$ cat config.mk
export PLATFORM = sky130hd
export DESIGN_NAME = mem_wb_writeback
export DESIGN_NICKNAME = d
export VERILOG_FILES = /design/src/rtl/mem_wb_writeback.sv
export SDC_FILE = /design/constraint.sdc
export NUM_CORES = 1
export LEC_CHECK = 0
export CAP_MARGIN = 20
export CORE_MARGIN = 4
export CORE_UTILIZATION = 50
export CTS_CLUSTER_SIZE = 8
export DETAILED_ROUTE_END_ITERATION = 6
export GPL_TIMING_DRIVEN = 0
export MAX_ROUTING_LAYER = met4
export PLACE_DENSITY = 0.83
export SYNTH_ARGS = -nofsm -noshare
export SYNTH_HDL_FRONTEND = slang
export SYNTH_SLANG_ARGS = --single-unit
$ cat constraint.sdc
create_clock -name clk -period 2 [get_ports clk]
set_input_delay 0.4 -clock clk [delete_from_list [all_inputs] [get_ports clk]]
set_output_delay 0.4 -clock clk [all_outputs]
set_load 0.05 [all_outputs]
$ cat src/rtl/mem_wb_writeback.sv
// mem_wb_writeback
// MEM/WB pipeline register plus writeback select for the RISC-V core. The
// captured MEM-stage result drives the register bank (which writes on the
// following negedge), the forwarding unit, a retired-instruction counter and a
// sticky misaligned-load flag.
//
// Ports:
//   clk, rst_n       clock (posedge state updates), async active-low reset
//   in_valid         MEM stage presents a real instruction
//   stall            hold the WB entry, ignore MEM inputs
//   flush            replace the WB entry with a bubble (wins over stall)
//   in_rd            destination register
//   in_reg_write     instruction writes rd
//   in_wb_sel        00 ALU, 01 LOAD, 10 PC+4, 11 IMM
//   in_funct3        load size/sign (LB, LH, LW, LBU, LHU)
//   in_alu_result    ALU result, bits [1:0] are the load byte offset
//   in_pc_plus4      link value for JAL/JALR
//   in_imm           U-type immediate
//   mem_rdata        raw aligned data-memory word
//   rd, write_data, reg_write   register bank write port
//   wb_valid         WB holds a real instruction
//   fwd_en           reg_write with a non-zero rd
//   retire_count     instructions that left WB (wraps)
//   misalign_err     sticky misaligned/illegal load indicator
//
// Transfer rule: there is no ready back-pressure; an entry moves from MEM into
// WB on every posedge where flush=0 and stall=0, and an entry leaves WB
// (retires) on every posedge where it is valid and either stall=0 or flush=1.
module mem_wb_writeback #(
  parameter int DATA_W = 32,
  parameter int CNT_W  = 32
) (
  input  logic              clk,
  input  logic              rst_n,
  input  logic              in_valid,
  input  logic              stall,
  input  logic              flush,
  input  logic [4:0]        in_rd,
  input  logic              in_reg_write,
  input  logic [1:0]        in_wb_sel,
  input  logic [2:0]        in_funct3,
  input  logic [DATA_W-1:0] in_alu_result,
  input  logic [DATA_W-1:0] in_pc_plus4,
  input  logic [DATA_W-1:0] in_imm,
  input  logic [DATA_W-1:0] mem_rdata,
  output logic [4:0]        rd,
  output logic [DATA_W-1:0] write_data,
  output logic              reg_write,
  output logic              wb_valid,
  output logic              fwd_en,
  output logic [CNT_W-1:0]  retire_count,
  output logic              misalign_err
);

  localparam logic [1:0] SEL_ALU  = 2'b00;
  localparam logic [1:0] SEL_LOAD = 2'b01;
  localparam logic [1:0] SEL_PC4  = 2'b10;
  localparam logic [1:0] SEL_IMM  = 2'b11;

  logic              v_q;
  logic              rw_q;
  logic [4:0]        rd_q;
  logic [1:0]        sel_q;
  logic [2:0]        f3_q;
  logic [DATA_W-1:0] alu_q;
  logic [DATA_W-1:0] pc4_q;
  logic [DATA_W-1:0] imm_q;
  logic [DATA_W-1:0] rdata_q;
  logic [CNT_W-1:0]  cnt_q;
  logic              err_q;

  logic [1:0]        off;
  logic [7:0]        ld_byte;
  logic [15:0]       ld_half;
  logic [DATA_W-1:0] load_data;
  logic              bad_align;
  logic              misaligned;
  logic [DATA_W-1:0] sel_data;

  always_ff @(posedge clk or negedge rst_n) begin
    if (!rst_n) begin
      v_q     <= 1'b0;
      rw_q    <= 1'b0;
      rd_q    <= '0;
      sel_q   <= '0;
      f3_q    <= '0;
      alu_q   <= '0;
      pc4_q   <= '0;
      imm_q   <= '0;
      rdata_q <= '0;
      cnt_q   <= '0;
      err_q   <= 1'b0;
    end else begin
      if (flush) begin
        v_q     <= 1'b0;
        rw_q    <= 1'b0;
        rd_q    <= '0;
        sel_q   <= '0;
        f3_q    <= '0;
        alu_q   <= '0;
        pc4_q   <= '0;
        imm_q   <= '0;
        rdata_q <= '0;
      end else if (!stall) begin
        v_q     <= in_valid;
        // A non-instruction must never write the bank.
        rw_q    <= in_reg_write & in_valid;
        rd_q    <= in_rd;
        sel_q   <= in_wb_sel;
        f3_q    <= in_funct3;
        alu_q   <= in_alu_result;
        pc4_q   <= in_pc_plus4;
        imm_q   <= in_imm;
        rdata_q <= mem_rdata;
      end

      // Retire when the valid entry is displaced, by a new capture or a flush.
      if (v_q && (!stall || flush)) begin
        cnt_q <= cnt_q + {{(CNT_W-1){1'b0}}, 1'b1};
      end

      if (v_q && misaligned) begin
        err_q <= 1'b1;
      end
    end
  end

  assign off = alu_q[1:0];

  always_comb begin
    ld_byte = rdata_q[7:0];
    case (off)
      2'd0:    ld_byte = rdata_q[7:0];
      2'd1:    ld_byte = rdata_q[15:8];
      2'd2:    ld_byte = rdata_q[23:16];
      default: ld_byte = rdata_q[31:24];
    endcase
  end

  assign ld_half = off[1] ? rdata_q[31:16] : rdata_q[15:0];

  always_comb begin
    load_data = '0;
    bad_align = 1'b0;
    case (f3_q)
      3'b000: load_data = {{(DATA_W-8){ld_byte[7]}}, ld_byte};
      3'b001: begin
        load_data = {{(DATA_W-16){ld_half[15]}}, ld_half};
        bad_align = off[0];
      end
      3'b010: begin
        load_data = rdata_q;
        bad_align = (off != 2'd0);
      end
      3'b100: load_data = {{(DATA_W-8){1'b0}}, ld_byte};
      3'b101: begin
        load_data = {{(DATA_W-16){1'b0}}, ld_half};
        bad_align = off[0];
      end
      // 011, 110, 111 are not legal load encodings.
      default: bad_align = 1'b1;
    endcase
  end

  // funct3 only matters for loads; other selects ignore it entirely.
  assign misaligned = (sel_q == SEL_LOAD) && bad_align;

  always_comb begin
    sel_data = alu_q;
    case (sel_q)
      SEL_ALU:  sel_data = alu_q;
      SEL_LOAD: sel_data = load_data;
      SEL_PC4:  sel_data = pc4_q;
      SEL_IMM:  sel_data = imm_q;
      default:  sel_data = alu_q;
    endcase
  end

  assign write_data   = misaligned ? '0 : sel_data;
  assign reg_write    = v_q & rw_q & ~misaligned;
  assign rd           = rd_q;
  assign wb_valid     = v_q;
  // x0 writes still reach the bank (it ignores them) but are never forwarded.
  assign fwd_en       = reg_write && (rd_q != 5'd0);
  assign retire_count = cnt_q;
  assign misalign_err = err_q;

endmodule

==> results of run 1 <==
==> critical path, cell delays in order (launching register included) <==
cell and delay (ns):
dfrtp_1 0.38, buf_6 0.14, o31a_1 0.28, o221ai_4 0.20, buf_6 0.18, buf_6 0.15, o221ai_4 0.12, a31oi_4 0.24
buf_6 0.20
==> per-stage QoR <==
| stage | power (W) | hold slack, ns | setup WS [ns] | instances | util |
|---|---|---|---|---|---|
| floorplan | 0.00540 | 0.104 | -0.173 | 848 | - |
| global placement | 0.00631 | 0.440 | -6.49 | 1287 | 0.685 |
| detailed placement | 0.00636 | 0.440 | -1.20 | 1288 | 0.687 |
| CTS | 0.0102 | 0.457 | -0.599 | 1333 | 0.757 |
| global route | 0.0106 | 0.477 | -0.734 | 1336 | 0.767 |
| finish | 0.0103 | 0.456 | -0.731 | 1336 | 0.767 |
==> cell usage after synthesis, types with 2 or more instances <==
cell type	instances	area [µm²]
a211oi_1	3	22.5
a21oi_1	16	80.1
a221oi_1	14	123
a2bb2oi_1	18	158
a31oi_1	16	100
and2_1	3	18.8
and3_1	10	62.6
and4_1	5	43.8
and4_2	2	20.0
buf_2	26	130
buf_4	5	37.5
buf_6	7	78.8
clkbuf_1	28	105
dfrtp_1	173	4330
inv_1	4	15.0
mux2_2	7	78.8
mux2i_1	140	1400
mux4_2	7	158
nand2_1	69	259
nand2b_1	4	25.0
nand3_1	12	60.1
nand4_1	8	50.1
nor2_1	144	541
nor2b_1	10	62.6
nor3_1	2	10.0
nor4_1	7	43.8
o21a_1	2	15.0
o21ai_0	16	80.1
o221ai_1	29	254
o2bb2ai_1	9	78.8
or2_2	2	12.5
xnor2_1	20	175
xor2_1	11	96.3
==> layout make-up <==
type	count	area (µm²)	share of cell area
timing repair buffer	234	2380	0.178
multi-input combinational	604	5270	0.395
clock inverter	10	178	0.0133
tap	225	282	0.0211
clock buffer	21	460	0.0345
inverter	4	15.0	0.00112
sequential	173	4330	0.324
buffer	65	437	0.0327
==> sequential cells by signal, summed over array words and instances, names as in the netlist <==
signal and count:
imm_q 32, sel_q 2, rdata_q 32, alu_q 32, wb_valid 1, misalign_err 1, pc4_q 32, retire_count 32
rw_q 1, f3_q 3, rd 5
==> metal layers <==
metal / track usage / wire length [µm] / part of all wire / up-vias
met3: 0.0546 / 2820 / 0.089 / 127
met1: 0.408 / 12100 / 0.38 / 4069
met4: 0.160 / 1600 / 0.051 / 0
met2: 0.479 / 15000 / 0.48 / 546
li1: - / - / - / 3546
met5: - / 0 / 0 / -
==> kinds of logic (layout without fill, tap and decap cells) <==
kind of cell | after synthesis | count (layout) | share of synthesized area
flip-flops | 173 | 173 | 0.485
buffers and inverters | 71 | 334 | 0.0415
adder cells (fa/ha/maj) | 1 | 1 | 0.00140
AND/OR/NAND/NOR | 286 | 286 | 0.145
XOR/XNOR | 31 | 31 | 0.0304
AO/OA/AOI/OAI | 132 | 132 | 0.114
multiplexers | 154 | 154 | 0.183
==> timing repair <==
action                                  4_1_cts  5_1_grt
hold buffers                                  1        0
setup buffers                                13        3
pin swaps                                    20        2
cloned                                        2        0
gates resized for setup                     372       34
endpoints found under the setup margin       73       34
endpoints found under the hold margin        38        0
==> path summary, 6_finish.rpt <==
path / from / endpoint / slack (ns) / cells past startpoint
setup / recovery: alu_q[1]$_DFFE_PN0N_ / write_data[28] / -0.73 / 8
hold / removal: misalign_err$_DFFE_PN0P_ / misalign_err$_DFFE_PN0P_ / 0.46 / 1
setup reg to reg: retire_count[5]$_DFFE_PN0P_ / retire_count[14]$_DFFE_PN0P_ / 0.29 / 5
hold reg to reg: misalign_err$_DFFE_PN0P_ / misalign_err$_DFFE_PN0P_ / 0.46 / 1
max in group asynchronous: rst_n / retire_count[25]$_DFFE_PN0P_ / 0.59 / 3
min in group asynchronous: rst_n / rdata_q[10]$_DFFE_PN0N_ / 0.55 / 2
==> power groups by stage <==
stage	Sequential (W)	Combinational [W]	Clock [W]
floorplan	0.00407	0.00133	0
global placement	0.00397	0.00234	0
detailed placement	0.00397	0.00239	0
CTS	0.00392	0.00256	0.00367
global route	0.00396	0.00278	0.00384
finish	0.00395	0.00266	0.00367
==> impl_metrics.ini, run 1 <==
[synth]
post_synth_inst_count = 848
yosys_register_bits = 173
syn_area_um2 = 8930
postSynthAreaPerCell_um2 = 10.5
postSynthNetCount = 993
synth.yosys.seq_area_share = 0.485
synth_edf_count = 0
ys_dominant_reg_cell = dfrtp_1
synth_warnings = 0
synth_cell_types = 52
ys_async_sr_fraction = 1.00

[sta]
timing.clock.skew_ns = 0.00613
layout_worst_path_cycle_share = 1.37
post_route_worst_setup_slack_ns = -0.731
rsz_0062_raised_after_global_routing = true
fmax_mhz = 366
max_slew.worst_pin.slew_ns = 0.675
headroom_to_the_max_slew_limit = 0.550
report.final.setup_viol = 34
min_tclk_post_route_ns = 2.73
drv_slew = 0
setup_tns_ns = -21.15
timing_hold_violations_final = 0

[die]
initial_core_util = 0.513
die-area_um2 = 20100
std_cell_rows = 48
io-pin-count = 217
dieHeight_um = 142
core_area_um2 = 17400
die-width_um = 142

[setup_path]
cp.arrival_ns = 2.33
startpoint_type = register
worstSetupEndpointType = primary output
critPathMaxFanout = 5
path_class = reg2out
worst_ep_required_time_ns = 1.60

[global_route]
grt_antenna_before_repair = 0
number_of_global_route_vias_before_repair = 8280
global_route_wire_length_before_repair_mm = 47.1
globalRoute.totalOverflow = 0
gr-usage-all-layers = 0.315
grt_max_degree = 90

[finish]
diodes = 0
fillCellCount = 1082
design.final.nets = 1244
layout_common_cells = dfrtp_1, nor2_1, clkdlybuf4s50_1
fin_area_um2 = 13400
layout_commonest_cell = dfrtp_1
final_layout_size_suffix_gt1_frac = 0.243
synthToLayoutAreaGrowth_pct = 49.5

[run_status]
failed_checks = negative setup slack
run_status = complete, but fails checks

[placed_design]
gp_congestion = 0.982
dp_area_um2 = 12000
io_buffers = 214
hpwl_mm = 21.5

[clocking]
ctsRootBufferMaster = clkbuf_16
clkSinkCount = 173
insertion_delay_ns = 0.44
clk_transition_reported_paths_ns = 0.07
cts.htree.levels = 4
cts_tree = yes
cts_buffer_depth = 2
tritoncts.num_buffers = 17

[pwr]
power_switching_w = 0.00326
seqPwrFrac = 0.384
internal-power_w = 0.00701
static-leakage-power_nw = 6.10
power_frac_comb = 0.259
power.density_nw_per_um2 = 769
clock_power_share = 0.357
swShare = 0.317
max-vdd-ir-drop_mv = 0.650

[detailed_routing]
drt-pass1-iter-count = 6
via_per_inst = 6.20
route.detailed.wl_per_inst_um = 23.6
detail_route.drc_violations = 0
totalWireLength_mm = 31.5
via_count_of_the_routed_design = 8288
drtAntennaViolNets = 0
drtIter0Drc = 1018

[min_path]
worstHoldPathType = reg2reg

[job]
maxCapViolations = 0
No activity file was read; power rests on OpenSTA's default activity.
==> run 2, diff against run 1 <==
--- a/config.mk
+++ b/config.mk
@@ -6,7 +6,7 @@
 export NUM_CORES = 1
 export LEC_CHECK = 0
 export CAP_MARGIN = 20
-export CORE_MARGIN = 4
+export CORE_MARGIN = 1.5
 export CORE_UTILIZATION = 50
 export CTS_CLUSTER_SIZE = 8
 export DETAILED_ROUTE_END_ITERATION = 6
==> run 2 against run 1 <==
The run still ends with negative setup slack left. Worst setup slack improved by 0.041 ns. Critical path depth is 2 lower. Core utilization fell by 1.0 points. Design area down 1.7%. Hold slack better by 0.015 ns. Fmax increased by 1.5%. Sequential share of layout area rose by 0.56 points. Sequential power about the same.
==> impl_metrics.ini, run 2 (synthesis gave the netlist of run 1 again) <==
[setup_path]
critPathMaxFanout = 5
path_class = reg2out
crit_path_top_delay_cell = dfrtp_2
cp.arrival_ns = 2.29
startpoint_type = register
worstSetupEndpointType = primary output
worst_path_largest_cell_delay_ns = 0.44
cell_chain_critical_path = o31a_1 -> o221ai_4 -> buf_4 -> o221ai_1 -> a31oi_4 -> buf_6
worst_ep_required_time_ns = 1.60
reg2reg_slack_ns = 0.34

[clocking]
insertion_delay_ns = 0.42
clk_transition_reported_paths_ns = 0.07
cts_tree = yes
cts_buffer_depth = 2
tritoncts.num_buffers = 17
cts.htree.levels = 4
clkSinkCount = 173
ctsRootBufferMaster = clkbuf_16

[global_route]
grt_antenna_before_repair = 0
grt_max_degree = 88
gr-usage-all-layers = 0.329
globalRoute.totalOverflow = 0
number_of_global_route_vias_before_repair = 7936
global_route_wire_length_before_repair_mm = 44.6

[die]
initial_core_util = 0.515
dieHeight_um = 137
std_cell_rows = 48
core_area_um2 = 17400
io-pin-count = 217
die-area_um2 = 18700
die-width_um = 137

[detailed_routing]
drtAntennaViolNets = 0
route.detailed.wl_per_inst_um = 22.4
via_count_of_the_routed_design = 8249
via_per_inst = 6.17
totalWireLength_mm = 29.9
drtIter0Drc = 822
detail_route.drc_violations = 0
drt-pass1-iter-count = 6

[sta]
min_tclk_post_route_ns = 2.69
timing.clock.skew_ns = 0.00556
post_route_worst_setup_slack_ns = -0.690
layout_worst_path_cycle_share = 1.35
rsz_0062_raised_after_global_routing = true
drv_slew = 0
report.final.setup_viol = 34
setup_tns_ns = -21.10
max_slew.worst_pin.slew_ns = 0.727
fmax_mhz = 372
timing_hold_violations_final = 0
headroom_to_the_max_slew_limit = 0.516

[finish]
fin_area_um2 = 13100
layout_common_cells = dfrtp_1, nor2_1, clkdlybuf4s50_1
synthToLayoutAreaGrowth_pct = 47.0
final_layout_size_suffix_gt1_frac = 0.235
final-seq-area_um2 = 4330
fillCellCount = 1117
multiInputGateArea_um2 = 5150
layout_commonest_cell = dfrtp_1
design.final.nets = 1243

[pwr]
clock_power_share = 0.339
internal-power_w = 0.00672
power_switching_w = 0.00318
seqPwrFrac = 0.398
swShare = 0.321
static-leakage-power_nw = 6.03
power_frac_comb = 0.263
max-vdd-ir-drop_mv = 0.670
power.density_nw_per_um2 = 754

[run_status]
run_status = complete, but fails checks
failed_checks = negative setup slack

[job]
maxCapViolations = 0

[placed_design]
gp_congestion = 0.939
dp_area_um2 = 12000
hpwl_mm = 21.1
io_buffers = 214

[min_path]
worstHoldPathType = reg2reg
[run 2: cell types whose count changed in the layout (fill, tap and decap cells not counted), moves of 3 or more]
cell and change:
o221ai_4 -5, o2bb2ai_2 -5, o2bb2ai_1 +5, buf_6 -4, o221ai_2 +4, buf_4 +5
clkinv_2 +3
[run 2: final timing paths]
check,from,endpoint,depth (start not counted)
setup / recovery,alu_q[1]$_DFFE_PN0N_,write_data[27],6
hold reg to reg,misalign_err$_DFFE_PN0P_,misalign_err$_DFFE_PN0P_,1
hold / removal,misalign_err$_DFFE_PN0P_,misalign_err$_DFFE_PN0P_,1
setup reg to reg,retire_count[0]$_DFFE_PN0P_,retire_count[8]$_DFFE_PN0P_,6
max in group asynchronous,rst_n,sel_q[1]$_DFFE_PN0N_,3
min in group asynchronous,rst_n,rdata_q[9]$_DFFE_PN0N_,2
[run 2: repair_timing]
| action | in CTS | in global routing |
|---|---|---|
| hold buffers | 1 | 0 |
| pin swaps | 12 | 7 |
| hold endpoints to repair | 10 | 0 |
| setup endpoints to repair | 73 | 34 |
| setup buffers | 13 | 3 |
| gates resized for setup | 357 | 22 |
| cloned | 1 | 1 |
[run 2: power by group through the flow]
stage	sequential (W)	clock, W	combinational (W)
2_1_floorplan	0.00407	0	0.00133
3_3_place_gp	0.00397	0	0.00234
3_5_place_dp	0.00398	0	0.00239
4_1_cts	0.00393	0.00338	0.00253
5_1_grt	0.00396	0.00351	0.00272
6_report	0.00394	0.00336	0.00260
[run 2: per-stage QoR]
| step | hold WS (ns) | setup WS, ns | util | total power (W) | instances |
|---|---|---|---|---|---|
| after floorplan | 0.104 | -0.173 | - | 0.00540 | 848 |
| after global placement | 0.439 | -6.48 | 0.688 | 0.00631 | 1287 |
| after detailed placement | 0.446 | -1.17 | 0.689 | 0.00637 | 1288 |
| after CTS | 0.467 | -0.608 | 0.749 | 0.00984 | 1332 |
| after global routing | 0.493 | -0.741 | 0.757 | 0.0102 | 1335 |
| final | 0.471 | -0.690 | 0.757 | 0.00990 | 1336 |
[run 2: final cells by class]
class                      instances  area share
clock inverter                    11      0.0100
sequential                       173       0.330
inverter                           4     0.00114
multi-input combinational        604       0.392
clock buffer                      20      0.0348
tap                              225      0.0214
antenna                            1    0.000190
buffer                            64      0.0315
timing repair buffer             234       0.179
[run 2: per-layer routing]
metal / part of all wire / vias up / global-route usage / routed length (µm)
met5: 0 / - / - / 0
li1: - / 3551 / - / -
met1: 0.39 / 4066 / 0.426 / 11800
met2: 0.47 / 505 / 0.497 / 14100
met4: 0.049 / 0 / 0.159 / 1470
met3: 0.084 / 127 / 0.0663 / 2530
[run 2: critical path: cells and delay by family (launching register included)]
| kind | cells | cell delay [ns] |
|---|---|---|
| compound gates | 4 | 0.99 |
| flops | 1 | 0.44 |
| buf+inv | 2 | 0.43 |
==> run 3, diff against run 2 <==
==> constraint.sdc (replaced) <==
create_clock -name clk -period 2.5 [get_ports clk]
set_input_delay 0.5 -clock clk [delete_from_list [all_inputs] [get_ports clk]]
set_output_delay 0.5 -clock clk [all_outputs]
set_load 0.05 [all_outputs]
==> run 3 against run 2 <==
The run still ends with negative setup slack left. Largest cell class unchanged. Final cell count grew 0.67%. Design area increased by 1.7%. Critical path type unchanged. Combinational power decreased by 17%.
==> impl_metrics.ini, run 3 (synthesis gave the netlist of run 1 again) <==
[run_status]
run_status = complete, but fails checks
failed_checks = negative setup slack

[min_path]
hold_start = misalign_err$_DFFE_PN0P_
worst_hold_path.endpoint = misalign_err$_DFFE_PN0P_
timing.hold.worst_path_depth = 1
worstHoldPathType = reg2reg

[sta]
timing_hold_violations_final = 0
report.final.setup_viol = 34
min_tclk_post_route_ns = 2.80
headroom_to_the_max_slew_limit = 0.463
max_slew.worst_pin.slew_ns = 0.805
post_route_worst_setup_slack_ns = -0.295
layout_worst_path_cycle_share = 1.12
rsz_0062_raised_after_global_routing = true
timing.clock.skew_ns = 0.00924
fmax_mhz = 358
drv_slew = 0

[setup_path]
worstSetupEndpointType = primary output
r2r_start = retire_count[12]$_DFFE_PN0P_
worst_ep_required_time_ns = 2.00
cp.arrival_ns = 2.30
startpoint_type = register
r2r.worst_path.cells = 4
path_class = reg2out
critical_path.reg2reg.endpoint = retire_count[26]$_DFFE_PN0P_
startpoint = alu_q[0]$_DFFE_PN0N_
reg2reg_slack_ns = 0.76
critPathMaxFanout = 10

[global_route]
gr-usage-all-layers = 0.349
number_of_global_route_vias_before_repair = 8252
grt_antenna_before_repair = 0
globalRoute.totalOverflow = 0
global_route_wire_length_before_repair_mm = 46.5
grt_max_degree = 123

[clocking]
cts.htree.levels = 4
tritoncts.num_buffers = 17
cts_buffer_depth = 2
ctsRootBufferMaster = clkbuf_16
cts_tree = yes
insertion_delay_ns = 0.44
clkSinkCount = 173
clk_transition_reported_paths_ns = 0.06

[detailed_routing]
drtIter0Drc = 910
drtAntennaViolNets = 0
drt-pass1-iter-count = 5
totalWireLength_mm = 32.1
via_per_inst = 6.23
route.detailed.wl_per_inst_um = 23.9
via_count_of_the_routed_design = 8380
detail_route.drc_violations = 0

[pwr]
max-vdd-ir-drop_mv = 0.536
static-leakage-power_nw = 5.93
power.density_nw_per_um2 = 595

[finish]
design.final.nets = 1252
final_layout_size_suffix_gt1_frac = 0.247
finish.cell_count_without_fillers = 1345
fillCellCount = 1072
layout_commonest_cell = clkdlybuf4s50_1
synthToLayoutAreaGrowth_pct = 49.5
diodes = 0
layout.core_utilization = 0.769
layout_common_cells = clkdlybuf4s50_1, dfrtp_1, nor2_1

[die]
die-width_um = 137
io-pin-count = 217
std_cell_rows = 48
initial_core_util = 0.515
die-area_um2 = 18700
dieHeight_um = 137
core_area_um2 = 17400

[placed_design]
hpwl_mm = 21.2
gp_congestion = 0.946
io_buffers = 214
cell_count_after_placement = 1288

[job]
maxCapViolations = 0
-- run 3: cell types whose count changed in the layout (fill, tap and decap cells not counted), moves of 7 or more --
cell | previous run | this run
clkdlybuf4s50_1 | 140 | 179
a21oi_2 | 0 | 7
dlygate4sd2_1 | 39 | 0
a21oi_4 | 14 | 7
-- run 3: power breakdown --
part | switching, W | internal [W]
Clock | 0.00117 | 0.00147
Combinational | 0.00123 | 0.000924
Sequential | 0.000192 | 0.00296
Total | 0.00259 | 0.00535
-- run 3: cell type report --
| class | instances | area, µm² | share of cell area |
|---|---|---|---|
| Clock buffer | 22 | 474 | 0.0355 |
| Timing Repair Buffer | 241 | 2510 | 0.188 |
| Tap cell | 225 | 282 | 0.0211 |
| Multi-Input combinational cell | 604 | 5180 | 0.388 |
| Inverter | 4 | 15.0 | 0.00112 |
| Sequential cell | 173 | 4330 | 0.324 |
| Clock inverter | 10 | 104 | 0.00778 |
| Buffer | 66 | 464 | 0.0348 |
-- run 3: repair_timing --
item	CTS	global route
setup buffers	18	3
gates cloned	4	0
pin swaps	12	3
setup endpoints to repair	34	34
endpoints found under the hold margin	51	0
hold buffers	1	0
gates resized for setup	388	58
-- run 3: worst max-delay path by stage --
stage / depth (start not counted) / end / slack [ns]
final: 7 / write_data[29] / -0.30
after global routing: 7 / write_data[30] / -0.33
after CTS: 7 / write_data[30] / -0.21
after detailed placement: 6 / write_data[2] / -0.68
after global placement: 1 / retire_count[11]$_DFFE_PN0P_ / -6.10
after floorplan: 6 / write_data[16] / -0.10
-- run 3: critical path: stages (launching register included) --
cell and delay [ns]:
dfrtp_2 0.42, buf_4 0.26, nor2_1 0.13, o32ai_4 0.28, nand2_4 0.18, buf_12 0.19
a31oi_4 0.19, buf_6 0.19
-- run 3: routing by layer --
layer / wire length, µm / global-route usage / part of all wire / vias up
met4: 1560 / 0.150 / 0.049 / 0
met2: 15200 / 0.534 / 0.47 / 558
met1: 12300 / 0.449 / 0.38 / 4122
met3: 2980 / 0.0763 / 0.093 / 132
li1: - / - / - / 3568
met5: 0 / - / 0 / -
-- run 3: through the flow --
step / setup slack, ns / power, W / setup TNS (ns) / cell area, µm² / hold WS, ns
5_1_grt: -0.334 / 0.00816 / -8.93 / 13400 / 0.481
4_1_cts: -0.206 / 0.00781 / -5.58 / 13000 / 0.464
3_5_place_dp: -0.685 / 0.00493 / -17.70 / 11500 / 0.431
6_report: -0.295 / 0.00795 / -7.48 / 13400 / 0.468
3_3_place_gp: -6.10 / 0.00490 / -1070.56 / 11400 / 0.441
2_1_floorplan: -0.102 / 0.00417 / -1.36 / 9020 / 0.204
